## src/rtl/spdif_pkg.sv

```systemverilog
// Shared S/PDIF definitions: preamble patterns (level-1 form), subframe
// geometry, preamble-kind and transmitter-phase enums.
// Optional build macro used by the transmitter: SPDIF_TX_PARITY_EN.
package spdif_pkg;

   localparam int unsigned CELLS_PER_SUBFRAME = 64;
   localparam int unsigned CELL_W             = $clog2(CELLS_PER_SUBFRAME);
   localparam int unsigned PRE_CELLS          = 8;
   localparam int unsigned DATA_BITS          = 24;
   localparam int unsigned CTL_BITS           = 4;
   localparam int unsigned CELL_DATA_FIRST    = PRE_CELLS;
   localparam int unsigned CELL_CTL_FIRST     = PRE_CELLS + 2 * DATA_BITS;

   // Preamble cell patterns as sent after a line level of 1, first cell in bit 7
   localparam logic [7:0] PRE_B = 8'b0001_0111;
   localparam logic [7:0] PRE_M = 8'b0001_1101;
   localparam logic [7:0] PRE_W = 8'b0001_1011;

   typedef enum logic [1:0] {PK_B, PK_M, PK_W} pre_kind_e;

   typedef enum logic [1:0] {ST_PRE, ST_DATA, ST_CTL} tx_state_e;

   function automatic logic [7:0] pre_pattern(input pre_kind_e kind);
      case (kind)
         PK_M:    return PRE_M;
         PK_W:    return PRE_W;
         default: return PRE_B;
      endcase
   endfunction

endpackage

```

## src/rtl/spdif_bmc_cell.sv

```systemverilog
// Next-cell level generator for one biphase cell. Preamble cells follow the
// level-1 pattern expressed as transitions, so the same logic serves both
// previous-level polarities; data/control cells are plain biphase-mark.
module spdif_bmc_cell
   import spdif_pkg::*;
(
   input  logic              level_i,
   input  logic [CELL_W-1:0] cell_i,
   input  logic              bit_i,
   input  logic [7:0]        pre_i,
   output logic              level_o
);

   logic [8:0] ext;
   logic [3:0] pos;
   logic       flip;

   // A preamble cell flips whenever the level-1 pattern changes relative to
   // its predecessor (an implicit 1 sits before the first cell)
   always_comb begin
      ext  = {1'b1, pre_i};
      pos  = 4'd7 - {1'b0, cell_i[2:0]};
      flip = 1'b0;
      if (cell_i < CELL_W'(PRE_CELLS)) begin
         flip = ext[pos] ^ ext[pos + 4'd1];
      end else if (!cell_i[0]) begin
         flip = 1'b1;
      end else begin
         flip = bit_i;
      end
      level_o = level_i ^ flip;
   end

endmodule

```

## src/rtl/spdif_tx.sv

```systemverilog
// S/PDIF-style biphase-mark transmitter. Pulls one 24-bit sample per
// subframe (ack_o), prefixes a B/M/W preamble and appends VUCP, and drives
// a continuous BMC stream on signal_o.
// Build macro: SPDIF_TX_PARITY_EN selects VUC=000 with even parity in P;
// otherwise VUCP is the constant 1111.
module spdif_tx
   import spdif_pkg::*;
#(
   parameter int unsigned CLK_PER_CELL     = 4,
   parameter int unsigned FRAMES_PER_BLOCK = 192
) (
   input  logic        clk,
   input  logic        rst_n,
   input  logic [23:0] data_i,
   input  logic        valid_i,
   output logic        ack_o,
   output logic        lr_o,
   output logic        underrun_o,
   output logic        signal_o
);

   localparam int unsigned SF_COUNT = 2 * FRAMES_PER_BLOCK;
   localparam int unsigned DIV_W    = (CLK_PER_CELL > 1) ? $clog2(CLK_PER_CELL) : 1;
   localparam int unsigned SF_W     = (SF_COUNT > 1) ? $clog2(SF_COUNT) : 1;
   localparam int unsigned WORD_W   = DATA_BITS + CTL_BITS;

   logic [DIV_W-1:0]     div_q, div_d;
   logic [CELL_W-1:0]    cell_q, cell_d;
   logic [SF_W-1:0]      sf_q, sf_d;
   tx_state_e            state_q, state_d;
   pre_kind_e            pk_q, pk_d;
   logic [WORD_W-1:0]    shift_q, shift_d;
   logic                 sig_q, sig_d;
   logic                 ack_q, ack_d;
   logic                 lr_q, lr_d;
   logic                 und_q, und_d;

   logic                 load;
   logic                 cell_start;
   logic                 cell_last;
   logic [DATA_BITS-1:0] sample;
   logic [CTL_BITS-1:0]  ctl;
   logic [7:0]           pre_pat;
   logic                 bmc_level;

   assign pre_pat = pre_pattern(pk_q);

   spdif_bmc_cell u_bmc (
      .level_i (sig_q),
      .cell_i  (cell_q),
      .bit_i   (shift_q[WORD_W-1]),
      .pre_i   (pre_pat),
      .level_o (bmc_level)
   );

   // Next-state: cell timing, sample load, line level and phase tracking
   always_comb begin
      load       = (div_q == '0) && (cell_q == '0);
      cell_start = (div_q == DIV_W'(1));
      cell_last  = (div_q == DIV_W'(CLK_PER_CELL - 1));
      sample     = valid_i ? data_i : '0;
`ifdef SPDIF_TX_PARITY_EN
      ctl        = {3'b000, ^sample};
`else
      ctl        = '1;
`endif

      div_d   = cell_last ? '0 : div_q + DIV_W'(1);
      cell_d  = cell_last ? cell_q + CELL_W'(1) : cell_q;
      sf_d    = sf_q;
      state_d = state_q;
      pk_d    = pk_q;
      shift_d = shift_q;
      sig_d   = sig_q;
      lr_d    = lr_q;
      ack_d   = load;
      und_d   = load & ~valid_i;

      if (load) begin
         lr_d    = sf_q[0];
         pk_d    = (sf_q == '0) ? PK_B : (sf_q[0] ? PK_W : PK_M);
         shift_d = {sample, ctl};
         sf_d    = (sf_q == SF_W'(SF_COUNT - 1)) ? '0 : sf_q + SF_W'(1);
      end

      // Cells change one clock after the divider wraps, so cell k of a
      // subframe loaded at edge T0 appears at T0+1+k*CLK_PER_CELL.
      if (cell_start) begin
         sig_d = bmc_level;
         if ((state_q != ST_PRE) && cell_q[0]) begin
            shift_d = shift_q << 1;
         end
      end

      if (cell_last) begin
         if (cell_d == CELL_W'(CELL_DATA_FIRST)) begin
            state_d = ST_DATA;
         end else if (cell_d == CELL_W'(CELL_CTL_FIRST)) begin
            state_d = ST_CTL;
         end else if (cell_d == '0) begin
            state_d = ST_PRE;
         end
      end
   end

   // State and registered outputs; reset restarts the stream at subframe 0
   always_ff @(posedge clk or negedge rst_n) begin
      if (!rst_n) begin
         div_q   <= '0;
         cell_q  <= '0;
         sf_q    <= '0;
         state_q <= ST_PRE;
         pk_q    <= PK_B;
         shift_q <= '0;
         sig_q   <= 1'b0;
         ack_q   <= 1'b0;
         lr_q    <= 1'b0;
         und_q   <= 1'b0;
      end else begin
         div_q   <= div_d;
         cell_q  <= cell_d;
         sf_q    <= sf_d;
         state_q <= state_d;
         pk_q    <= pk_d;
         shift_q <= shift_d;
         sig_q   <= sig_d;
         ack_q   <= ack_d;
         lr_q    <= lr_d;
         und_q   <= und_d;
      end
   end

   assign ack_o      = ack_q;
   assign lr_o       = lr_q;
   assign underrun_o = und_q;
   assign signal_o   = sig_q;

endmodule

```

## config.mk

```make
export PLATFORM = sky130hd
export DESIGN_NAME = spdif_tx
export DESIGN_NICKNAME = d
export VERILOG_FILES = /design/src/rtl/spdif_pkg.sv /design/src/rtl/spdif_bmc_cell.sv /design/src/rtl/spdif_tx.sv
export SDC_FILE = /design/constraint.sdc
export NUM_CORES = 1
export LEC_CHECK = 0
export CAP_MARGIN = 5
export CORE_MARGIN = 2
export CORE_UTILIZATION = 55
export CTS_CLUSTER_DIAMETER = 100
export CTS_CLUSTER_SIZE = 16
export DETAILED_ROUTE_END_ITERATION = 12
export GPL_ROUTABILITY_DRIVEN = 1
export MAX_ROUTING_LAYER = met4
export PLACE_DENSITY = 0.89
export SLEW_MARGIN = 10
export SYNTH_ARGS = -nofsm -noshare
export SYNTH_HDL_FRONTEND = slang
export SYNTH_SLANG_ARGS = --single-unit
```

## constraint.sdc

```tcl
create_clock -name clk -period 3.14 [get_ports clk]
set_input_delay 0.628 -clock clk [delete_from_list [all_inputs] [get_ports clk]]
set_output_delay 0.628 -clock clk [all_outputs]
set_load 0.01 [all_outputs]
```

==> results.cfg <==
[run_status]
status = finished, final reports clean

[synth]
netlist.area_leader.share_pct = 49.46
synth-seq-area-share_pct = 49.46
synth_edf_count = 0
syn_inst = 293
async_flop_share_pct = 100.0
synth_cell_types = 40
synth_warnings = 0
synth_ff_type = dfrtp_1
ys_ff_latch = 53
syn-num-nets = 330
yosys.area.top_type = dfrtp_1
netlist_area_mm2 = 0.002681
synth_area_per_cell_um2 = 9.151
yosys-top-cells-area = dfrtp_1, a31oi_1, nand3_1

[cells_and_area]
final_cell_mix = dfrtp_1, nand2_1, nor2_1, nand3_1, clkdlybuf4s50_1
syn_to_final_growth_pct = 17.27
drive_above_1_share_pct = 6.583
n_antenna_cell = 0
nets = 355
layout_commonest_cell = dfrtp_1
finalInstanceArea_mm2 = 0.003144

[setup_path]
crit_type = reg -> reg
required_ns = 3.33
worstRegToRegCells = 7
endpoint_kind = flop
worstPathMaxFanout = 12
critical_path_arrival_ns = 2.94
start_kind = flop

[sta]
rsz0062_at_grt = false
clock_skew_ns = 0.004195
fin_crit_ns = 2.752
slew_violations = 0
fmax_mhz = 363.4
tns_ns = 0
tightest_slew_ns = 0.8306
timing.final.crit_share_pct = 87.64
finalHoldViolations = 0
finalSetupViolCount = 0
max_slew_margin_pct = 44.45

[cts]
clkTransAtPathRegs_ns = 0.09
cts.sinks = 53
cts_tree = yes
cts_made_buffers = 5
insertion_delay_ns = 0.30
cts_resized = 0
clockBufferDepth = 2
htree_levels = 2
clockRootBuffer = clkbuf_8
ctsHoldBuffers = 0
postCtsSetupBuffers = 0

[power_and_ir_drop]
p_leak_nw = 1.419
ir_drop_mv = 0.3565
p_per_area_mw_per_mm2 = 399.4

[detailed_routing]
dr.pass1.iters = 4
first_iter_violations = 194
ant_nets = 0
viasPerCell = 5.562
wl_per_cell_um = 13.72
drc_errors = 0
wirelength_um = 5294
num_vias = 2147

[grt]
grt_usage_pct = 22.53
grt_pass1_vias = 2126
grt_antenna_before_repair = 0
overflow = 0
grt_max_degree = 56
grt_first_pass_wirelength_um = 9301

[place]
dpl.hpwl_um = 3677
io_buffers = 30
place_congestion = 0.8185
placed_area_mm2 = 0.003028

[flow_run]
max_cap_violations = 0

[floorplanning]
die_h_um = 73.82
die_area_mm2 = 0.005449
start_util_pct = 56.77
core_area_mm2 = 0.004723
die_x_um = 73.82
io_pins = 31
core.rowCount = 25

[min_path]
hold_class = in -> async
==> worst paths after layout <==
path                           start     endpoint  slack (ns)
min reg2reg                 div_q[0]     div_q[0]        0.49
max                        cell_q[0]     signal_o        0.39
max in group asynchronous      rst_n   shift_q[9]        2.10
max reg2reg                cell_q[0]     signal_o        0.39
min                            rst_n  shift_q[15]        0.40
min in group clk            div_q[0]     div_q[0]        0.49
==> state kept, by name, summed over array words and instances, names as in the netlist <==
register / count
pk_q: 2
shift_q: 28
cell_q: 6
ack_o: 1
div_q: 2
lr_o: 1
signal_o: 1
underrun_o: 1
sf_q: 9
state_q: 2
==> report_power, final <==
group / switching, W / internal, W / leakage, nW / total [W]
logic: 0.0000321 / 0.0000433 / 0.692 / 0.0000753
registers: 0.0000116 / 0.000698 / 0.668 / 0.000710
clock network: 0.000211 / 0.000260 / 0.0585 / 0.000471
total: 0.000255 / 0.00100 / 1.42 / 0.00126
==> worst max-delay path, stage by stage, from the launching register on <==
cell	delay, ns
dfrtp_1	0.61
inv_1	0.15
ha_1	0.39
mux2_4	0.34
a2111oi_4	0.37
a211oi_2	0.11
mux2_4	0.31
a2111o_1	0.37
==> cell families (layout without fill, tap and decap cells) <==
group	count (synthesis)	in the layout	synth area share (%)
adder cells (fa/ha/maj)	10	10	4.666
multiplexers	6	6	2.660
XOR/XNOR	8	8	2.613
buffers and inverters	31	57	4.573
AND/OR/NAND/NOR	131	131	22.54
AO/OA/AOI/OAI	54	54	13.49
flip-flops	53	53	49.46
==> stage by stage <==
| stage | worst slack (ns) | hold WS (ns) | total power (W) | cells | utilization, % |
|---|---|---|---|---|---|
| final | 0.3882 | 0.4047 | 0.001256 | 386 | 66.57 |
| after floorplan | 0.6202 | 0.3324 | 0.0007425 | 293 | - |
| after global placement | 0.5133 | 0.4735 | 0.0007964 | 378 | 64.11 |
| after detailed placement | 0.4056 | 0.4811 | 0.0007992 | 378 | 64.11 |
| after global routing | 0.2976 | 0.4600 | 0.001302 | 386 | 66.57 |
| after CTS | 0.4006 | 0.4235 | 0.001264 | 386 | 66.57 |
==> per-layer routing <==
metal / track usage, % / vias up / share of wire (%)
met2: 36.21 / 63 / 49
met1: 28.92 / 1003 / 46
li1: - / 1069 / -
met4: 7.475 / 0 / 1.7
met5: - / - / 0
met3: 4.115 / 12 / 3.4
==> synthesized netlist by cell type, types with 2 or more instances <==
library cell / instances
a31oi_1: 25
xor2_1: 3
nand2_1: 38
buf_2: 5
ha_1: 10
mux2_4: 2
clkbuf_1: 12
mux2i_1: 3
dfrtp_1: 53
o211ai_1: 2
nor2_1: 37
a21oi_1: 9
inv_1: 13
nand3b_1: 3
nor4_1: 2
or3_1: 4
nor3_1: 4
xnor2_1: 5
nand3_1: 30
nand4_1: 6
o21ai_0: 8
==> area by class of cell <==
type                    instances  area [um^2]
clock buffers                   7        86.33
fillers                       358         1579
flip-flops and latches         53         1326
well taps                      67        83.83
repair buffers                 35        332.8
inverters                      14        52.55
clock inverters                 1        30.03
multi-input cells             209         1232
Note: power is estimated with default switching activity, not from simulation.
